File: src/rtl/sys_mem_arb.sv
// sys_mem_arb - round-robin arbiter sharing one system memory port between
// NUM_AGENTS requesters (host access block, ADV7513 display controller, ...).
//
// The granted agent's request passes combinationally to the memory port.
// A grant that stalls is frozen in HOLD until the memory accepts it. Read
// data comes back in order. A tag FIFO records which agent issued each
// accepted read, so every returning beat is steered to that agent.
//
// Optional feature macro: SYS_MEM_ARB_PRIO_EN
//   defined   : PRIO_AGENT wins every IDLE arbitration it takes part in;
//               the others rotate round-robin. HOLD is never pre-empted.
//   undefined : pure round-robin; PRIO_AGENT only gets a range check.
//
// Ports
//   clk, rst_n          system clock, synchronous active-low reset
//   agt_wren/agt_rden   per-agent write/read request (wren wins if both set)
//   agt_addr/agt_wdata  per-agent address / write data (unpacked arrays)
//   agt_wait            per-agent stall
//   agt_rd_valid        per-agent read data strobe
//   agt_rdata           per-agent read data (every lane carries mem_rdata)
//   mem_*               single memory controller port
//   rd_orphan           sticky: read data arrived with no read outstanding
//
// RD_TAG_DEPTH must be a power of two and at least 2.
module sys_mem_arb #(
  parameter int NUM_AGENTS   = 2,
  parameter int DATA_W       = 32,
  parameter int ADDR_W       = 27,
  parameter int RD_TAG_DEPTH = 8,
  parameter int PRIO_AGENT   = 1
) (
  input  logic                  clk,
  input  logic                  rst_n,
  input  logic [NUM_AGENTS-1:0] agt_wren,
  input  logic [NUM_AGENTS-1:0] agt_rden,
  input  logic [ADDR_W-1:0]     agt_addr     [NUM_AGENTS],
  input  logic [DATA_W-1:0]     agt_wdata    [NUM_AGENTS],
  output logic [NUM_AGENTS-1:0] agt_wait,
  output logic [NUM_AGENTS-1:0] agt_rd_valid,
  output logic [DATA_W-1:0]     agt_rdata    [NUM_AGENTS],
  input  logic                  mem_wait,
  output logic                  mem_wren,
  output logic                  mem_rden,
  output logic [ADDR_W-1:0]     mem_addr,
  output logic [DATA_W-1:0]     mem_wdata,
  input  logic                  mem_rd_valid,
  input  logic [DATA_W-1:0]     mem_rdata,
  output logic                  rd_orphan
);

  localparam int ID_W  = (NUM_AGENTS > 1) ? $clog2(NUM_AGENTS) : 1;
  localparam int PTR_W = $clog2(RD_TAG_DEPTH);
  localparam int CNT_W = PTR_W + 1;

  if (PRIO_AGENT < 0 || PRIO_AGENT >= NUM_AGENTS) begin : g_bad_prio
    $error("sys_mem_arb: PRIO_AGENT out of range");
  end

  typedef enum logic {ST_IDLE, ST_HOLD} state_t;

  state_t                  state_q, state_d;
  logic [ID_W-1:0]         hold_id_q, hold_id_d;
  logic [ID_W-1:0]         last_q;
  logic                    run_q;
  logic                    run;
  logic [NUM_AGENTS-1:0]   req;
  logic                    rr_vld;
  logic [ID_W-1:0]         rr_id;
  logic [ID_W-1:0]         cand;
  logic                    gnt_vld;
  logic [ID_W-1:0]         gnt_id;
  logic                    gnt_wr;
  logic                    gnt_rd;
  logic                    rd_blocked;
  logic                    accept;
  logic                    push;
  logic                    pop;
  logic                    tag_full;
  logic                    tag_empty;
  logic [ID_W-1:0]         tag_mem [RD_TAG_DEPTH];
  logic [PTR_W-1:0]        wr_ptr_q, rd_ptr_q;
  logic [CNT_W-1:0]        cnt_q;
  logic                    rd_orphan_q;

  // Outputs are live only when reset is released and has been seen released
  // at least once by the registered flag.
  assign run       = rst_n & run_q;
  assign req       = agt_wren | agt_rden;
  assign tag_full  = (cnt_q == CNT_W'(RD_TAG_DEPTH));
  assign tag_empty = (cnt_q == '0);

  // Round-robin search starting just after the last accepted agent.
  always_comb begin
    rr_vld = 1'b0;
    rr_id  = '0;
    cand   = '0;
    for (int k = 1; k <= NUM_AGENTS; k++) begin
      cand = ID_W'((int'(last_q) + k) % NUM_AGENTS);
      if (!rr_vld && req[cand]) begin
        rr_vld = 1'b1;
        rr_id  = cand;
      end
    end
  end

  // Grant selection, accept decision and next state.
  always_comb begin
    state_d   = state_q;
    hold_id_d = hold_id_q;
    gnt_vld   = rr_vld;
    gnt_id    = rr_id;
    case (state_q)
      ST_IDLE: begin
`ifdef SYS_MEM_ARB_PRIO_EN
        if (req[PRIO_AGENT]) begin
          gnt_vld = 1'b1;
          gnt_id  = ID_W'(PRIO_AGENT);
        end
`endif
      end
      ST_HOLD: begin
        gnt_vld = req[hold_id_q];
        gnt_id  = hold_id_q;
      end
      default: ;
    endcase
    gnt_wr     = gnt_vld & agt_wren[gnt_id];
    gnt_rd     = gnt_vld & agt_rden[gnt_id] & ~agt_wren[gnt_id];
    // Uses the registered count, so a pop in the same cycle does not unblock.
    rd_blocked = gnt_rd & tag_full;
    accept     = run & gnt_vld & ~mem_wait & ~rd_blocked;
    if (run && gnt_vld) begin
      if (accept) begin
        state_d = ST_IDLE;
      end else begin
        state_d   = ST_HOLD;
        hold_id_d = gnt_id;
      end
    end
  end

  assign push = accept & gnt_rd;
  assign pop  = run & mem_rd_valid & ~tag_empty;

  assign mem_wren  = run & gnt_wr;
  assign mem_rden  = run & gnt_rd & ~rd_blocked;
  assign mem_addr  = (run && gnt_vld) ? agt_addr[gnt_id]  : '0;
  assign mem_wdata = (run && gnt_vld) ? agt_wdata[gnt_id] : '0;
  assign rd_orphan = rd_orphan_q;

  always_comb begin
    agt_wait     = '1;
    agt_rd_valid = '0;
    for (int i = 0; i < NUM_AGENTS; i++) begin
      agt_rdata[i] = mem_rdata;
      if (run && gnt_vld && gnt_id == ID_W'(i)) begin
        agt_wait[i] = mem_wait | rd_blocked;
      end
    end
    if (pop) begin
      agt_rd_valid[tag_mem[rd_ptr_q]] = 1'b1;
    end
  end

  // Control state: arbiter, FIFO pointers, sticky error.
  always_ff @(posedge clk) begin
    if (!rst_n) begin
      state_q     <= ST_IDLE;
      hold_id_q   <= '0;
      last_q      <= ID_W'(NUM_AGENTS - 1);
      run_q       <= 1'b0;
      wr_ptr_q    <= '0;
      rd_ptr_q    <= '0;
      cnt_q       <= '0;
      rd_orphan_q <= 1'b0;
    end else begin
      run_q     <= 1'b1;
      state_q   <= state_d;
      hold_id_q <= hold_id_d;
      if (accept) last_q <= gnt_id;
      if (push) wr_ptr_q <= wr_ptr_q + PTR_W'(1);
      if (pop) rd_ptr_q <= rd_ptr_q + PTR_W'(1);
      cnt_q <= cnt_q + CNT_W'(push) - CNT_W'(pop);
      if (mem_rd_valid && tag_empty) rd_orphan_q <= 1'b1;
    end
  end

  // Tag storage carries no reset; only the pointers define its contents.
  always_ff @(posedge clk) begin
    if (push) tag_mem[wr_ptr_q] <= gnt_id;
  end

endmodule

File: config.mk
export PLATFORM = sky130hd
export DESIGN_NAME = sys_mem_arb
export DESIGN_NICKNAME = d
export VERILOG_FILES = /design/src/rtl/sys_mem_arb.sv
export SDC_FILE = /design/constraint.sdc
export NUM_CORES = 1
export LEC_CHECK = 0
export ABC_AREA = 1
export CAP_MARGIN = 20
export CORE_AREA = 2 2 111 113
export CTS_CLUSTER_DIAMETER = 100
export CTS_CLUSTER_SIZE = 28
export DETAILED_ROUTE_END_ITERATION = 12
export DIE_AREA = 0 0 113 115
export PLACE_DENSITY = 0.68
export SYNTH_ARGS = -nofsm -noshare
export SYNTH_HDL_FRONTEND = slang
export SYNTH_SLANG_ARGS = --single-unit
export TNS_END_PERCENT = 100
File: constraint.sdc
create_clock -name clk -period 2.8 [get_ports clk]
set_input_delay 0.84 -clock clk [delete_from_list [all_inputs] [get_ports clk]]
set_output_delay 0.84 -clock clk [all_outputs]
set_load 0.01 [all_outputs]
==> results.yml <==
logic_synthesis:
  yosys.cell_types.count: 28
  synth-seq-cells: 26
  yosysWarnings: 0
  async_flop_share: 0
  ys_top_cells_by_area: "nand2_1 20%, buf_4 18%, dfxtp_1 14%, a21oi_1 13%, edfxtp_1 9.1%"
  ys.flop_type: "dfxtp_1"
  synth_area_um2: 2630
  synth_edf_count: 8
  synth_nets: 586
  syn_avg_cell_area_um2: 6.27
  synth.top_cell.area_share: 0.202
  syn_inst: 419
  ys_seq_area_frac: 0.229
  synth_top_area_cell: "nand2_1"
grt:
  use_met2: 0.263
  grt_pass1_wl_um: 16100
  grt_pass1_vias: 3151
  grt_usage: 0.156
  use_met1: 0.202
  overflow: 0
  grt_start_max_net_pins: 21
  antenna_found_initial: 1
  met3_usage: 0.0390
  grt-busiest-layer: "met2"
critical_path:
  crit_path_start: "agt_rden[1]"
  r2r_start: "hold_id_q$_SDFFE_PN0P_"
  cp-start-kind: "input pin"
  worstPathArrival_ns: 2.01
  cp_max_fo: 8
  crit_end: "mem_wdata[25]"
  regToRegSetupSlack_ns: 0.40
  ff2ff_path_depth: 14
  critPathKind: "in2out"
  end_kind: "output pin"
  r2r-end: "cnt_q[2]$_SDFF_PN0_"
  worstPathRequired_ns: 1.96
timing:
  fin_ws_ns: -0.0493
  relSlewSlack: 0.809
  hold_ws_ns: 0.470
  min_period_over_period: 1.02
  fin_skew_ns: 0.00332
  finalHoldViolCount: 0
  grt_setup_unrepaired: "true"
  fin_crit_ns: 2.85
  max_freq_mhz: 351
  maxSlewViolCount: 0
  worst_pin_slew_ns: 0.286
  setup_violations: 52
power:
  power_density_nw_per_um2: 334
  p_leak_nw: 2.52
  ir_drop_mv: 0.227
  p_total_mw: 1.86
clock_tree:
  ctsRootBufferMaster: "clkbuf_16"
  clock_sinks: 26
  cts_tree: "done"
  clk_latency_ns: 0.26
  htree_levels: 1
  path_clk_slew_ns: 0.07
  numCtsBuffers: 3
  clock_path_buffers: 2
  postCtsHoldBufs: 0
floorplanning:
  dieHeight_um: 115
  initial_core_util: 0.222
  ioPinCount: 288
  die_w_um: 113
  die_area_um2: 13000
  num_rows: 40
  core_area_um2: 11800
route:
  drcViolationCount: 12
  vias_per_cell: 4.49
  first_pass_iters: 8
  routed_wl_um: 12200
  ant_nets: 0
  drtIter0Drc: 212
  dr_total_vias: 3327
  wl_per_cell_um: 16.5
finish:
  fin_nets: 762
  final_core_util: 0.470
  drive_above_1_share: 0.466
  num_antenna_cells: 0
  syn_to_final_growth_pct: 111
  instances_no_fill: 741
place:
  hpwlAfterDp_um: 7790
  place_ws_ns: -0.945
  place.gp.congestion: 0.835
  place_inst: 702
  portBuffers: 191
status:
  status: "finished, violations left"
  violations: "DRC, setup timing"
min_path:
  min_path_type: "reg2reg"
job:
  drv_cap: 0
[repair_timing]
action	CTS	global route
pin swaps	21	40
endpoints found under the setup margin	68	67
cloned	11	9
setup buffers	12	9
gates resized for setup	356	127
[cell type report]
cell class / count / area (um2)
clock inverters: 1 / 30.0
fillers: 1112 / 6260
multi-input cells: 284 / 1940
inverters: 27 / 126
clock buffers: 3 / 75.1
well taps: 147 / 184
flip-flops and latches: 26 / 601
repair buffers: 253 / 2600
[cell families (layout without fill, tap and decap cells)]
| logic type | Yosys count | count (layout) | synth area share |
|---|---|---|---|
| muxes | 1 | 1 | 0.00381 |
| AOI/OAI and AO/OA | 79 | 79 | 0.154 |
| buffers and inverters | 110 | 284 | 0.253 |
| and+or+nand+nor | 193 | 194 | 0.311 |
| DFF | 26 | 26 | 0.229 |
| xor gates and xnor gates | 1 | 1 | 0.00334 |
| adders and majority gates | 9 | 9 | 0.0457 |
[worst min path at each step]
stage,start,endpoint,slack (ns),cells past startpoint
3_5_place_dp,rd_ptr_q[2]$_SDFFE_PN0P_,rd_ptr_q[2]$_SDFFE_PN0P_,0.44,1
3_3_place_gp,rd_ptr_q[2]$_SDFFE_PN0P_,rd_ptr_q[2]$_SDFFE_PN0P_,0.42,1
6_report,rd_ptr_q[2]$_SDFFE_PN0P_,register,0.47,1
2_1_floorplan,rd_ptr_q[2]$_SDFFE_PN0P_,register,0.41,1
5_1_grt,rd_ptr_q[2]$_SDFFE_PN0P_,register,0.47,1
4_1_cts,rd_ptr_q[2]$_SDFFE_PN0P_,rd_ptr_q[2]$_SDFFE_PN0P_,0.47,1
[worst max-delay path, stage by stage]
cell	delay, ns
buf_8	0.08
nor2_4	0.04
buf_4	0.13
o21ai_4	0.25
nand2_8	0.19
clkbuf_16	0.21
a21oi_1	0.12
buf_2	0.15
[stage by stage]
step,setup TNS (ns),cell area [um2]
5_1_grt,-5.03,5550
4_1_cts,-1.58,4930
3_5_place_dp,-56.58,4420
2_1_floorplan,0,2630
3_3_place_gp,-55.23,4420
6_report,-1.23,5550
[layer usage]
layer / vias to the layer above / share of wire
met3: 28 / 0.070
met5: - / 0.0011
li1: 1623 / -
met2: 155 / 0.49
met4: 2 / 0.017
met1: 1519 / 0.43
[cells in the final DEF (no fill, tap or decap), types with 2 or more instances in the layout]
cell type	count
nand2_2	41
nand2_4	26
buf_16	7
nand3_1	4
edfxtp_1	8
clkdlybuf4s50_1	121
inv_1	21
nor2_2	6
buf_12	15
clkbuf_16	10
nor2_4	4
buf_2	56
o21ai_0	7
nor2_1	19
dlygate4sd2_1	2
nand2_8	2
ha_1	7
inv_4	3
buf_8	4
dfxtp_1	18
a21oi_1	19
buf_6	14
nand3_2	3
buf_4	27
nand2_1	83
a21oi_4	3
a21oi_2	46
[where the power goes]
| group | internal (mW) | leakage [nW] | switching, mW |
|---|---|---|---|
| Clock | 0.284 | 0.0511 | 0.130 |
| Combinational | 0.542 | 2.25 | 0.467 |
| Sequential | 0.415 | 0.220 | 0.0169 |
[cells in the mapped netlist, types with 2 or more instances]
cell	number
a21oi_1	68
and2_1	2
buf_1	4
buf_2	8
buf_4	64
clkbuf_1	7
dfxtp_1	18
edfxtp_1	8
ha_1	8
inv_1	24
inv_2	2
nand2_1	141
nand2_2	8
nand2_4	2
nand3_1	8
nor2_1	21
nor2_2	8
o21ai_0	8
No activity file was read; power rests on OpenSTA's default activity.
